**config.mk**
```make
export PLATFORM = sky130hd
export DESIGN_NAME = sparc_exu_div_yctl
export DESIGN_NICKNAME = d
export VERILOG_FILES = /design/src/rtl/sparc_exu_div_yctl.sv
export SDC_FILE = /design/constraint.sdc
export NUM_CORES = 1
export LEC_CHECK = 0
export ABC_AREA = 1
export CAP_MARGIN = 20
export CORE_MARGIN = 5
export CORE_UTILIZATION = 50
export CTS_CLUSTER_DIAMETER = 200
export DETAILED_ROUTE_END_ITERATION = 10
export GPL_TIMING_DRIVEN = 0
export PLACE_DENSITY = 0.83
export SLEW_MARGIN = 20
export SYNTH_ARGS = -nofsm -noshare
export SYNTH_HDL_FRONTEND = slang
export SYNTH_SLANG_ARGS = --single-unit
```
**constraint.sdc**
```tcl
create_clock -name clk -period 1.8 [get_ports clk]
set_clock_uncertainty 0.15 [all_clocks]
set_input_delay 0.36 -clock clk [delete_from_list [all_inputs] [get_ports clk]]
set_output_delay 0.36 -clock clk [all_outputs]
set_load 0.01 [all_outputs]
```
**src/rtl/sparc_exu_div_yctl.sv**
```systemverilog
// Write-side controller for the per-thread Y registers: tracks WRY, MULScc and
// UMUL/SMUL Y updates down the pipe and decodes the per-thread Y mux selects.
module sparc_exu_div_yctl #(
    parameter int NTHR = 4
) (
    input  logic       clk,
    input  logic       reset,
    input  logic       se,
    input  logic       ifu_exu_wry_e,
    input  logic       ifu_exu_mulscc_e,
    input  logic       ifu_exu_mul_e,
    input  logic       ifu_exu_rdy_e,
    input  logic [3:0] ecl_thr_e,
    input  logic       mulscc_rs1_0_e,
    input  logic       kill_m,
    input  logic       kill_w,
    input  logic       mul_yreg_vld_g,
    output logic [3:0] yctl_wen_w,
    output logic [3:0] yctl_wen_g,
    output logic [3:0] yctl_wen_l,
    output logic [3:0] yctl_shift_g,
    output logic       yctl_data_31_g,
    output logic       yctl_rdy_stall_e,
    output logic       yctl_conflict
);

    localparam logic [3:0] LANE_MASK = 4'((5'd1 << NTHR) - 5'd1);

    function automatic logic is_onehot4(input logic [3:0] x);
        return (x != 4'd0) && ((x & (x - 4'd1)) == 4'd0);
    endfunction

    // Scan is handled by the stage flop library cells, not in this RTL.
    logic unused_se_s;
    assign unused_se_s = se;

    logic [3:0] thr_e_s;
    logic       thr_ok_s;
    logic       wry_e_s, msc_e_s, mul_e_s;

    logic       wry_m_vld_r, wry_w_vld_r, wry_w2_vld_r;
    logic [3:0] wry_m_thr_r, wry_w_thr_r, wry_w2_thr_r;
    logic       msc_m_vld_r, msc_g_vld_r, msc_m_d_r, msc_g_d_r;
    logic [3:0] msc_m_thr_r, msc_g_thr_r;
    logic       mul_m_vld_r, mul_wt_vld_r, mul_wt_new_r;
    logic [3:0] mul_m_thr_r, mul_wt_thr_r;

    logic       msc_live_s, mul_live_s, mul_done_s;
    logic       mul_wt_vld_nx_s, mul_wt_new_nx_s;
    logic [3:0] mul_wt_thr_nx_s;
    logic [3:0] raw_w_s, raw_g_s, raw_s_s, pend_s;

    // Lanes beyond NTHR are masked off; a non-one-hot thread drops the op.
    assign thr_e_s  = ecl_thr_e & LANE_MASK;
    assign thr_ok_s = is_onehot4(thr_e_s);
    assign wry_e_s  = ifu_exu_wry_e & thr_ok_s;
    assign msc_e_s  = ifu_exu_mulscc_e & thr_ok_s;
    assign mul_e_s  = ifu_exu_mul_e & thr_ok_s;

    // MULScc sits in G == W, and a mul's first wait cycle is its W stage.
    assign msc_live_s = msc_g_vld_r & ~kill_w;
    assign mul_live_s = mul_wt_vld_r & ~(mul_wt_new_r & kill_w);
    assign mul_done_s = mul_live_s & mul_yreg_vld_g;

    // Mul wait slot: the multiplier serialises, so one slot holds the mul
    // awaiting Y data; a lost-priority completion is still consumed.
    always_comb begin
        mul_wt_vld_nx_s = mul_wt_vld_r;
        mul_wt_thr_nx_s = mul_wt_thr_r;
        mul_wt_new_nx_s = 1'b0;
        if (mul_m_vld_r && !kill_m && (!mul_live_s || mul_done_s)) begin
            mul_wt_vld_nx_s = 1'b1;
            mul_wt_thr_nx_s = mul_m_thr_r;
            mul_wt_new_nx_s = 1'b1;
        end else if (!mul_live_s || mul_done_s) begin
            mul_wt_vld_nx_s = 1'b0;
            mul_wt_thr_nx_s = 4'd0;
        end else begin
            mul_wt_vld_nx_s = 1'b1;
        end
    end

    // Stage registers for all three pipes.
    always_ff @(posedge clk) begin
        if (reset) begin
            wry_m_vld_r  <= 1'b0;
            wry_w_vld_r  <= 1'b0;
            wry_w2_vld_r <= 1'b0;
            wry_m_thr_r  <= 4'd0;
            wry_w_thr_r  <= 4'd0;
            wry_w2_thr_r <= 4'd0;
            msc_m_vld_r  <= 1'b0;
            msc_g_vld_r  <= 1'b0;
            msc_m_d_r    <= 1'b0;
            msc_g_d_r    <= 1'b0;
            msc_m_thr_r  <= 4'd0;
            msc_g_thr_r  <= 4'd0;
            mul_m_vld_r  <= 1'b0;
            mul_m_thr_r  <= 4'd0;
            mul_wt_vld_r <= 1'b0;
            mul_wt_new_r <= 1'b0;
            mul_wt_thr_r <= 4'd0;
        end else begin
            wry_m_vld_r  <= wry_e_s;
            wry_m_thr_r  <= thr_e_s;
            wry_w_vld_r  <= wry_m_vld_r & ~kill_m;
            wry_w_thr_r  <= wry_m_thr_r;
            wry_w2_vld_r <= wry_w_vld_r & ~kill_w;
            wry_w2_thr_r <= wry_w_thr_r;
            msc_m_vld_r  <= msc_e_s;
            msc_m_thr_r  <= thr_e_s;
            msc_m_d_r    <= mulscc_rs1_0_e;
            msc_g_vld_r  <= msc_m_vld_r & ~kill_m;
            msc_g_thr_r  <= msc_m_thr_r;
            msc_g_d_r    <= msc_m_d_r;
            mul_m_vld_r  <= mul_e_s;
            mul_m_thr_r  <= thr_e_s;
            mul_wt_vld_r <= mul_wt_vld_nx_s;
            mul_wt_thr_r <= mul_wt_thr_nx_s;
            mul_wt_new_r <= mul_wt_new_nx_s;
        end
    end

    assign raw_w_s = {4{wry_w2_vld_r}} & wry_w2_thr_r;
    assign raw_g_s = {4{mul_done_s}} & mul_wt_thr_r;
    assign raw_s_s = {4{msc_live_s}} & msc_g_thr_r;

    // Priority wen_w > wen_g > shift_g within a thread; exactly one select per lane.
    assign yctl_wen_w     = raw_w_s;
    assign yctl_wen_g     = raw_g_s & ~raw_w_s;
    assign yctl_shift_g   = raw_s_s & ~raw_w_s & ~raw_g_s;
    assign yctl_wen_l     = ~(yctl_wen_w | yctl_wen_g | yctl_shift_g);
    assign yctl_conflict  = |((raw_w_s & raw_g_s) | (raw_w_s & raw_s_s) | (raw_g_s & raw_s_s));
    assign yctl_data_31_g = msc_live_s & msc_g_d_r;

    // Pending writes beyond E; the RDY's own E slot never stalls itself.
    assign pend_s = ({4{wry_m_vld_r}}  & wry_m_thr_r)  |
                    ({4{wry_w_vld_r}}  & wry_w_thr_r)  |
                    ({4{wry_w2_vld_r}} & wry_w2_thr_r) |
                    ({4{msc_m_vld_r}}  & msc_m_thr_r)  |
                    ({4{msc_g_vld_r}}  & msc_g_thr_r)  |
                    ({4{mul_m_vld_r}}  & mul_m_thr_r)  |
                    ({4{mul_wt_vld_r}} & mul_wt_thr_r);

    assign yctl_rdy_stall_e = ifu_exu_rdy_e & (|(thr_e_s & pend_s));

endmodule

```
==> results of run 1 <==
registers in the layout, summed over array words and instances (netlist names):
register      cells
mul_wt_thr_r      4
mul_m_vld_r       1
msc_m_vld_r       1
msc_m_d_r         1
wry_w2_thr_r      4
msc_g_d_r         1
msc_g_vld_r       1
wry_w2_vld_r      1
wry_w_vld_r       1
mul_wt_vld_r      1
msc_g_thr_r       4
mul_m_thr_r       4
mul_wt_new_r      1
wry_m_vld_r       1
critical path, stage by stage, from the launching register on:
cell and delay [ns]:
dfxtp_4 0.40, nand2_2 0.11, nand2_1 0.06, nor2_1 0.11, nand2_1 0.06, nand2_1 0.05, nand2_1 0.05, nor2_1 0.11
nor2_1 0.05, buf_2 0.13
what timing repair did:
item	in CTS	in global routing
setup buffers	3	0
gates resized for setup	89	22
pin swaps	15	9
endpoints found under the setup margin	19	13
worst max path at each step:
stage | start | to | slack, ns | cells after the start
final | wry_w2_vld_r | yctl_rdy_stall_e | -0.15 | 9
after global placement | kill_w | yctl_conflict | -0.71 | 9
after floorplan | kill_w | yctl_conflict | 0.33 | 7
after detailed placement | kill_w | yctl_conflict | -0.77 | 9
after global routing | msc_g_vld_r | yctl_rdy_stall_e | -0.24 | 9
after CTS | wry_w_vld_r | yctl_rdy_stall_e | -0.19 | 9
cell usage in the layout, fill, tap and decap left out, types with 4 or more instances in the layout:
master	synthesis	layout
buf_2	2	12
buf_6	1	4
clkdlybuf4s50_1	0	11
dfxtp_1	26	21
dlygate4sd2_1	0	7
inv_1	33	28
inv_2	1	6
nand2_1	52	44
nand2_2	0	5
nand3_1	9	7
nor2_1	46	37
nor2_2	2	4
nor2_4	0	7
metrics by stage:
stage	total power [W]	instance area [um^2]	hold slack [ns]	setup WS [ns]	instances
floorplan	0.000652	1190	0.238	0.332	187
global placement	0.000695	1540	0.242	-0.707	247
detailed placement	0.000699	1540	0.251	-0.766	247
CTS	0.000978	1620	0.269	-0.191	253
global route	0.00100	1660	0.285	-0.244	253
finish	0.000966	1660	0.267	-0.150	253
area by class of cell:
cell class	count	area, um^2
flip-flops and latches	26	534
inverters	34	128
multi-input cells	124	629
well taps	28	35.0
repair buffers	35	289
plain buffers	2	10.0
fillers	185	572
clock buffers	4	36.3
power breakdown:
part,total (W),switching [W],leakage [nW],internal [W]
clock,0.000281,0.000158,0.0210,0.000124
combinational,0.0000887,0.0000482,0.643,0.0000405
sequential,0.000596,0.00000828,0.216,0.000588
total,0.000966,0.000214,0.880,0.000752
cell families (layout without fill, tap and decap cells):
logic type / count (synthesis) / after routing / share of synthesized area (%)
buffers and inverters: 37 / 75 / 12.5
and+or+nand+nor: 116 / 116 / 39.6
DFF: 26 / 26 / 43.8
AOI/OAI and AO/OA: 8 / 8 / 4.10
layer usage:
layer  GRT usage (%)  wire length [um]  vias to the layer above
met5               0                 0                        -
met4            9.71                44                        0
met3            3.51               208                        5
met2            28.1              1390                       34
met1            15.8              1100                      529
li1                -                 -                      633
==> summary.md, run 1 <==
| Metric | Value |
|---|---|
| Clk root buf | `clkbuf_4` |
| Hold_buf cts | `0` |
| Crit path time final | `1.95 ns` |
| Synthesized area | `1190 um^2` |
| Sequential share of the synthesized area | `a little over two fifths` |
| Status | `complete, but fails checks` |
| Syn Area/Cell | `6.36 um^2` |
| Vias in the first global route | `between 1,000 and 1,500` |
| IO Port Bufs | `32` |
| Post-synth top area share | `between 40% and 50%` |
| End of the worst hold path | `msc_g_d_r` |
| Global-route wire length before repair | `4110 um` |
| Synth async-reset ratio | `0%` |
| Final hold viol count | `0` |
| Hold crit path type | `flip-flop to flip-flop` |
| Synth warnings | `0` |
| Area Overhead vs Synth | `39.8%` |
| DRC | `0` |
| Crit-path max FO | `5` |
| Via count | `1,201` |
| Post-Syn Nets | `202` |
| Die H | `58.8 um` |
| Setup TNS Final | `-0.279 ns` |
| Antenna cell count | `0` |
| CTS clock-pin slew for the worst setup and hold paths | `0.12 ns` |
| Most used DFF post-synth | `dfxtp_1` |
| DR WL/cell | `10.8 um` |
| Worst R2R Start | `mul_wt_new_r` |
| DRT Wirelength | `~2700 um` |
| Violation count after the first detailed-routing iteration | `24` |
| Die W | `58.8 um` |
| Top-count cell post-synth | `nand2_1` |
| HP Start | `msc_m_d_r` |
| Core area | `2230 um^2` |
| R2R Setup Slk | `0.46 ns` |
| Cells on worst reg2reg path | `7` |
| Failing checks | `negative setup slack` |
| Post-layout util | `74.4%` |
| FMAX | `about 0.51 GHz` |
| Actual slew at the worst max-slew pin | `0.305 ns` |
| CTS max path bufs | `2` |
| Clk sinks | `26` |
| Leak | `0.880 nW` |
| Hold depth | `2` |
| Max_slew headroom | `79.7%` |
| Clock tree from TritonCTS | `done` |
| Power density over cell area | `582 nW/um^2` |
| Io pins | `34` |
| Final ANT Viol Nets | `0` |
| Cell accounting for the most synthesized area | `dfxtp_1` |
| Most area-consuming cells after synthesis | `dfxtp_1, nand2_1, nor2_1` |
| Seq cells post-synth | `26` |
| Detailed Place HPWL | `between 2000 and 2500 um` |
| RSZ-0062 raised after global routing | `true` |
| Nets | `241` |
| Critical path type | `flip-flop to primary output` |
| Gr usage total | `between 15 and 20%` |
| IR drop worst, VDD | `just over 500 uV` |
| H-tree level count | `1` |
| Critical Path AT | `approximately 1.4 ns` |
| Die Footprint | `3450 um^2` |
| Share of post-route cells with drive strength above 1 | `24.9%` |
| Routability cong. | `0.818` |
| Maximum capacitance violations | `0` |
| Final worst-path setup slack | `-0.150 ns` |
| Worst setup SP type | `flip-flop` |
| Distinct cells, synth | `18` |
| Grt ovf | `0` |
| Latest clock arrival within the worst-skew pair | `0.31 ns` |
| Antenna violations before repair | `0` |
| Final count of negative-setup-slack endpoints | `2` |
| Synthesized instance count | `187` |
| Top post-synthesis cells by count | `nand2_1, nor2_1, inv_1, dfxtp_1, nand3_1` |
| Final Slew Violations | `0` |
| DR vias/cell | `4.75` |
| Worst endpoint required time | `1.29 ns` |
| Cts bufs inserted | `3` |
| Critical Path End Type | `primary output` |
| Rows | `17` |
| Largest net degree at the start of global routing | `15` |
| EDFF count, synth | `0` |
| Drt pass-1 iters | `4` |
| Reg2reg end | `mul_wt_thr_r[2]` |
| Final Cycle Share | `108%` |
| Starting Density | `53.2%` |
Power figures use the tool's default switching activity.
==> run 2: changes to the inputs <==
- CAP_MARGIN: 20 -> 40
- PLACE_DENSITY: 0.83 -> 0.87
==> run 2 against run 1 <==
The run still ends with negative setup slack left. Design area increased by 0.83%. Sequential power about the same. Sequential share of layout area decreased by 0.26 points. Critical path depth unchanged. Wire length increased by 9.8%. Total power increased by 12%. Via count increased by 4.8%. Critical path type unchanged. Critical endpoint unchanged.
==> summary.md, run 2 (synthesis results as in run 1) <==
| Metric | Value |
|---|---|
| GR peak layer | `met2 (unchanged)` |
| Most used cell, CP | `nor2_1 (was nand2_1)` |
| Worst setup SP type | `flip-flop (unchanged)` |
| Post-layout util | `75.0% (was 74.4%)` |
| Hold_buf cts | `0 (unchanged)` |
| P_int | `0.000854 W (was 0.000752 W)` |
| Final count of negative-setup-slack endpoints | `6 (was 2)` |
| Share of post-route cells with drive strength above 1 | `24.3% (was 24.9%)` |
| Global-route wire length before repair | `4760 um (was 4110 um)` |
| Die H | `58.8 um (unchanged)` |
| Hold crit path type | `flip-flop to flip-flop (unchanged)` |
| Drt pass-1 iters | `4 (unchanged)` |
| Status | `complete, but fails checks (unchanged)` |
| Failing checks | `negative setup slack (unchanged)` |
| Grt ovf | `0 (unchanged)` |
| Clk root buf | `clkbuf_4 (unchanged)` |
| Power Total | `0.00108 W (was 0.000966 W)` |
| CP Cell Sequence | `nor2_4 -> nor2_1 -> nor2_1 -> nand2_1 -> nand2_1 -> nand2_1 -> nor2_1 -> nor2_1 -> buf_2 (was nand2_2 -> nand2_1 -> nor2_1 -> nand2_1 -> nand2_1 -> nand2_1 -> nor2_1 -> nor2_1 -> buf_2)` |
| Worst endpoint required time | `1.29 ns (about the same)` |
| Critical path type | `flip-flop to primary output (unchanged)` |
| Nets | `242 (was 241)` |
| FMAX | `0.506 GHz (was 0.513 GHz)` |
| Clock tree from TritonCTS | `done (unchanged)` |
| Final worst-path setup slack | `-0.176 ns (was -0.150 ns)` |
| Seq pwr share | `55.2% (was 61.7%)` |
| Antenna cell count | `0 (unchanged)` |
| DRC | `0 (unchanged)` |
| Latest clock arrival within the worst-skew pair | `0.32 ns (was 0.31 ns)` |
| Met1 Track Usage GR | `17.4% (was 15.8%)` |
| Vias in the first global route | `1,147 (was 1,062)` |
| Fillers | `177 (was 185)` |
| Critical Path End Type | `primary output (unchanged)` |
| Final Cycle Share | `110% (was 108%)` |
| Maximum capacitance violations | `0 (unchanged)` |
| Worst path bufs/invs | `1 (unchanged)` |
| Antenna violations before repair | `0 (unchanged)` |
| Power density over cell area | `645 nW/um^2 (was 582 nW/um^2)` |
| Crit path time final | `1.98 ns (was 1.95 ns)` |
| CP max-delay cell | `dfxtp_4 (unchanged)` |
| CTS max path bufs | `2 (unchanged)` |
| Gr usage total | `17.9% (was 15.5%)` |
| Final hold viol count | `0 (unchanged)` |
| CTS clock-pin slew for the worst setup and hold paths | `0.14 ns (was 0.12 ns)` |
| Core area | `2230 um^2 (unchanged)` |
| DRT Wirelength | `3000 um (was 2740 um)` |
| Critical Path Max Stage Delay | `0.39 ns (was 0.40 ns)` |
| Finished Layout Cells | `254 (was 253)` |
| Most frequent cells in the layout | `nand2_1, nor2_1, inv_1 (unchanged)` |
| Clk sinks | `26 (unchanged)` |
| Largest net degree at the start of global routing | `16 (was 15)` |
| Final Slew Violations | `0 (unchanged)` |
| RSZ-0062 raised after global routing | `true (unchanged)` |
| Commonest non-fill, non-tap cell in the layout | `nand2_1 (unchanged)` |
| Die Footprint | `3450 um^2 (unchanged)` |
| Sw Ratio | `20.9% (was 22.2%)` |
| Max_slew headroom | `75.7% (was 79.7%)` |
| Clock network power share | `36.4% (was 29.1%)` |
| IO Port Bufs | `32 (unchanged)` |
| Violation count after the first detailed-routing iteration | `38 (was 24)` |
| Via count | `1,259 (was 1,201)` |
| H-tree level count | `1 (unchanged)` |
| Routability cong. | `0.786 (was 0.818)` |
| Crit-path max FO | `4 (was 5)` |
| DR WL/cell | `11.8 um (was 10.8 um)` |
| Die W | `58.8 um (unchanged)` |
| IR drop worst, VDD | `701 uV (was 513 uV)` |
| Cts bufs inserted | `3 (unchanged)` |
| Actual slew at the worst max-slew pin | `0.364 ns (was 0.305 ns)` |
| P_sw | `0.000226 W (was 0.000214 W)` |
| Io pins | `34 (unchanged)` |
| DR vias/cell | `4.96 (was 4.75)` |
| Final hold slack | `0.269 ns (was 0.267 ns)` |
| Starting Density | `53.2% (unchanged)` |
| Critical Path AT | `1.47 ns (was 1.44 ns)` |
| GR met2 Demand/Resource | `36.4% (was 28.1%)` |
| Detailed Place HPWL | `2180 um (was 2090 um)` |
| Crit-path leading delay family | `simple AND/OR/NAND/NOR gates (unchanged)` |
| Final ANT Viol Nets | `0 (unchanged)` |
| Placed cells | `247 (unchanged)` |
| Rows | `17 (unchanged)` |
| Grt met3 use | `3.51% (unchanged)` |
| Logic pwr share | `8.4% (was 9.2%)` |
| Area Overhead vs Synth | `40.9% (was 39.8%)` |
| Leak | `0.879 nW (was 0.880 nW)` |
## run 2: area by class of cell
cell class              instances  area [um^2]  area share [%]
multi-input cells             124          631            37.6
flip-flops and latches         26          534            31.9
repair buffers                 36          285            17.0
inverters                      34          128            7.62
well taps                      28         35.0            2.09
clock inverters                 1         30.0            1.79
clock buffers                   3         22.5            1.34
plain buffers                   2         10.0           0.597
## run 2: through the flow
step / worst slack (ns) / instance area, um^2 / setup TNS, ns
final: -0.176 / 1680 / -0.450
after global placement: -0.699 / 1540 / -8.00
after detailed placement: -0.743 / 1540 / -8.65
after floorplan: 0.332 / 1190 / 0
after global routing: -0.287 / 1680 / -1.15
after CTS: -0.219 / 1620 / -0.455
## run 2: final timing paths
check / start / endpoint / slack (ns) / cells after the start
setup reg to reg: mul_wt_new_r / mul_wt_thr_r[0] / 0.40 / 7
hold reg to reg: msc_m_d_r / msc_g_d_r / 0.27 / 2
hold / removal: msc_m_d_r / msc_g_d_r / 0.27 / 2
setup / recovery: msc_g_vld_r / yctl_rdy_stall_e / -0.18 / 9
## run 2: power groups by stage
stage	Combinational [W]	Sequential [W]	Clock [W]
6_report	0.0000910	0.000596	0.000393
5_1_grt	0.000102	0.000598	0.000413
4_1_cts	0.0000903	0.000597	0.000397
3_5_place_dp	0.0000886	0.000611	0
3_3_place_gp	0.0000845	0.000610	0
2_1_floorplan	0.0000427	0.000609	0
## run 2: timing repair
| action | in CTS | in global routing |
|---|---|---|
| gates resized for setup | 94 | 15 |
| setup endpoints to repair | 19 | 15 |
| buffers inserted | 4 | 1 |
| pin swaps | 16 | 12 |
## run 2: worst reg2reg max path: stages (launching register included)
cell	delay, ns
dfxtp_2	0.37
nand2_4	0.07
buf_4	0.14
nand3b_1	0.20
nand3_1	0.15
inv_2	0.11
nand2_1	0.06
o31ai_1	0.06
## run 2: layer usage
metal,vias up,routed length [um]
met5,-,0
li1,637,-
met2,45,1610
met3,5,197
met4,0,39
met1,572,1160
==> run 3: changes to the inputs <==
- ABC_CLOCK_PERIOD_IN_PS: unset -> 1800
- CELL_PAD_IN_SITES_DETAIL_PLACEMENT: unset -> 0
- CELL_PAD_IN_SITES_GLOBAL_PLACEMENT: unset -> 1
- CORE_UTILIZATION: 50 -> 34
- RECOVER_POWER: unset -> 25
==> run 3 against run 2 <==
Largest cell class unchanged. Worst setup slack got worse by 0.016 ns. Critical path depth decreased by 1. Final cell count increased by 8.3%. Die area increased by 38%. The run still ends with negative setup slack left.
==> summary.md, run 3 (synthesis results as in run 1) <==
| Metric | Value |
|---|---|
| Hold crit path type | `flip-flop to flip-flop (unchanged)` |
| Hold_buf cts | `0 (unchanged)` |
| FMAX | `0.502 GHz (was 0.506 GHz)` |
| Critical Path AT | `1.48 ns (was 1.47 ns)` |
| CP max-delay cell | `dfxtp_4 (unchanged)` |
| Clk sinks | `26 (unchanged)` |
| Core area | `3360 um^2 (was 2230 um^2)` |
| Drt pass-1 iters | `4 (unchanged)` |
| DRC | `0 (unchanged)` |
| Power density over cell area | `637 nW/um^2 (was 645 nW/um^2)` |
| Final worst-path setup slack | `-0.192 ns (was -0.176 ns)` |
| Vias in the first global route | `1,029 (was 1,147)` |
| Routability cong. | `0.742 (was 0.786)` |
| Final hold slack | `0.274 ns (was 0.269 ns)` |
| Commonest non-fill, non-tap cell in the layout | `nand2_1 (unchanged)` |
| Clock network power share | `37.4% (was 36.4%)` |
| Antenna cell count | `0 (unchanged)` |
| IR drop worst, VDD | `320 uV (was 701 uV)` |
| Detailed Place HPWL | `2040 um (was 2180 um)` |
| Final hold viol count | `0 (unchanged)` |
| Fillers | `384 (was 177)` |
| Hold depth | `2 (unchanged)` |
| IO Port Bufs | `32 (unchanged)` |
| RSZ-0062 raised after global routing | `true (unchanged)` |
| Seq pwr share | `54.4% (was 55.2%)` |
| Violation count after the first detailed-routing iteration | `32 (was 38)` |
| Most frequent cells in the layout | `nand2_1, nor2_1, inv_1 (unchanged)` |
| Latest clock arrival within the worst-skew pair | `0.33 ns (was 0.32 ns)` |
| Maximum capacitance violations | `0 (unchanged)` |
| Status | `complete, but fails checks (unchanged)` |
| HP Start | `msc_m_d_r (unchanged)` |
| Crit-path leading delay family | `flip-flops (was simple AND/OR/NAND/NOR gates)` |
| DR vias/cell | `4.29 (was 4.96)` |
| DRT Wirelength | `2750 um (was 3000 um)` |
| Final Slew Violations | `0 (unchanged)` |
| DR WL/cell | `9.99 um (was 11.8 um)` |
| Area Overhead vs Synth | `44.6% (was 40.9%)` |
| Share of post-route cells with drive strength above 1 | `27.1% (was 24.3%)` |
| Critical Path End Type | `primary output (unchanged)` |
| Failing checks | `negative setup slack (unchanged)` |
| Worst setup SP type | `flip-flop (unchanged)` |
| Reg2reg end | `mul_wt_thr_r[2] (was mul_wt_thr_r[0])` |
| Io pins | `34 (unchanged)` |
| P_sw | `0.000241 W (was 0.000226 W)` |
| Largest net degree at the start of global routing | `16 (unchanged)` |
| Nets | `245 (was 242)` |
| Rows | `21 (was 17)` |
| Critical path type | `flip-flop to primary output (unchanged)` |
| Clock tree from TritonCTS | `done (unchanged)` |
| Sw Ratio | `22.0% (was 20.9%)` |
| CTS clock-pin slew for the worst setup and hold paths | `0.15 ns (was 0.14 ns)` |
| Worst path bufs/invs | `2 (was 1)` |
| Via count | `1,180 (was 1,259)` |
| Die H | `69.1 um (was 58.8 um)` |
| Post-layout util | `51.1% (was 75.0%)` |
| Crit path time final | `1.99 ns (was 1.98 ns)` |
| Antenna violations before repair | `0 (unchanged)` |
| Cts bufs inserted | `3 (unchanged)` |
| R2R Setup Slk | `0.53 ns (was 0.40 ns)` |
| Grt ovf | `0 (unchanged)` |
| Final Cycle Share | `111% (was 110%)` |
| Actual slew at the worst max-slew pin | `0.441 ns (was 0.364 ns)` |
| Pre-CTS setup slack | `-0.753 ns (was -0.743 ns)` |
| Leak | `0.896 nW (was 0.879 nW)` |
| Crit-path max FO | `5 (was 4)` |
| Max_slew headroom | `70.6% (was 75.7%)` |
| Final ANT Viol Nets | `0 (unchanged)` |
| Gr usage total | `11.5% (was 17.9%)` |
| End of the worst hold path | `msc_g_d_r (unchanged)` |
| Starting Density | `35.3% (was 53.2%)` |
| Die Footprint | `4780 um^2 (was 3450 um^2)` |
| Setup TNS Final | `-0.660 ns (was -0.450 ns)` |
| CP Cell Sequence | `buf_4 -> nand2_8 -> nor2_4 -> o21ai_1 -> nand2_1 -> nor2_1 -> nand2_1 -> buf_2 (was nor2_4 -> nor2_1 -> nor2_1 -> nand2_1 -> nand2_1 -> nand2_1 -> nor2_1 -> nor2_1 -> buf_2)` |
| Cells on worst reg2reg path | `6 (was 7)` |
| Worst endpoint required time | `1.29 ns (about the same)` |
| Global-route wire length before repair | `4550 um (was 4760 um)` |
| H-tree level count | `1 (unchanged)` |
| Critical Path Max Stage Delay | `0.38 ns (was 0.39 ns)` |
| Logic pwr share | `8.2% (was 8.4%)` |
| Final count of negative-setup-slack endpoints | `12 (was 6)` |
| Worst R2R Start | `mul_wt_new_r (unchanged)` |
| Most used cell, CP | `nand2_1 (was nor2_1)` |
| CTS max path bufs | `2 (unchanged)` |
| Die W | `69.1 um (was 58.8 um)` |
| P_int | `0.000854 W (about the same)` |
| Clk root buf | `clkbuf_4 (unchanged)` |
run 3: worst max-delay path by stage:
stage                  from               end  slack (ns)  cells past startpoint
2_1_floorplan        kill_w     yctl_conflict        0.33                      7
3_3_place_gp         kill_w     yctl_conflict       -0.76                      9
3_5_place_dp         kill_w     yctl_conflict       -0.75                      9
4_1_cts         msc_g_vld_r  yctl_rdy_stall_e       -0.20                      9
5_1_grt        mul_wt_vld_r     yctl_conflict       -0.31                      7
6_report        msc_g_vld_r     yctl_conflict       -0.19                      8
run 3: power groups by stage:
stage / combinational [W] / sequential (W) / clock [W]
floorplan: 0.0000427 / 0.000609 / 0
global placement: 0.0000881 / 0.000610 / 0
detailed placement: 0.0000886 / 0.000611 / 0
CTS: 0.0000894 / 0.000597 / 0.000405
global route: 0.000102 / 0.000599 / 0.000434
finish: 0.0000897 / 0.000596 / 0.000409
run 3: layout make-up:
| cell class | count | area, um^2 | share of cell area [%] |
|---|---|---|---|
| clock inverters | 1 | 30.0 | 1.75 |
| flip-flops and latches | 26 | 534 | 31.1 |
| plain buffers | 2 | 8.76 | 0.509 |
| clock buffers | 3 | 22.5 | 1.31 |
| repair buffers | 39 | 288 | 16.7 |
| well taps | 46 | 57.6 | 3.35 |
| inverters | 34 | 128 | 7.42 |
| multi-input cells | 124 | 651 | 37.8 |
run 3: per-stage QoR:
| stage | total power, W | std cells | area [um^2] |
|---|---|---|---|
| after floorplan | 0.000652 | 187 | 1190 |
| after global placement | 0.000698 | 265 | 1570 |
| after detailed placement | 0.000699 | 265 | 1570 |
| after CTS | 0.00109 | 271 | 1640 |
| after global routing | 0.00113 | 275 | 1720 |
| final | 0.00109 | 275 | 1720 |
run 3: routing by layer:
| layer | vias to the layer above | track usage (%) | wire length (um) |
|---|---|---|---|
| li1 | 643 | - | - |
| met1 | 499 | 13.7 | 1220 |
| met2 | 33 | 19.3 | 1270 |
| met3 | 5 | 3.78 | 209 |
| met4 | 0 | 3.90 | 47 |
| met5 | - | 0 | 0 |
run 3: worst min-delay path, cell delays in order (launching register included):
cell and delay (ns):
dfxtp_1 0.33, inv_1 0.05, nor2_1 0.03
run 3: repair_timing:
item,4_1_cts,5_1_grt
resized for setup,89,24
hold endpoints to repair,0,0
setup endpoints to repair,19,16
pin swaps,18,17
setup buffers,4,4
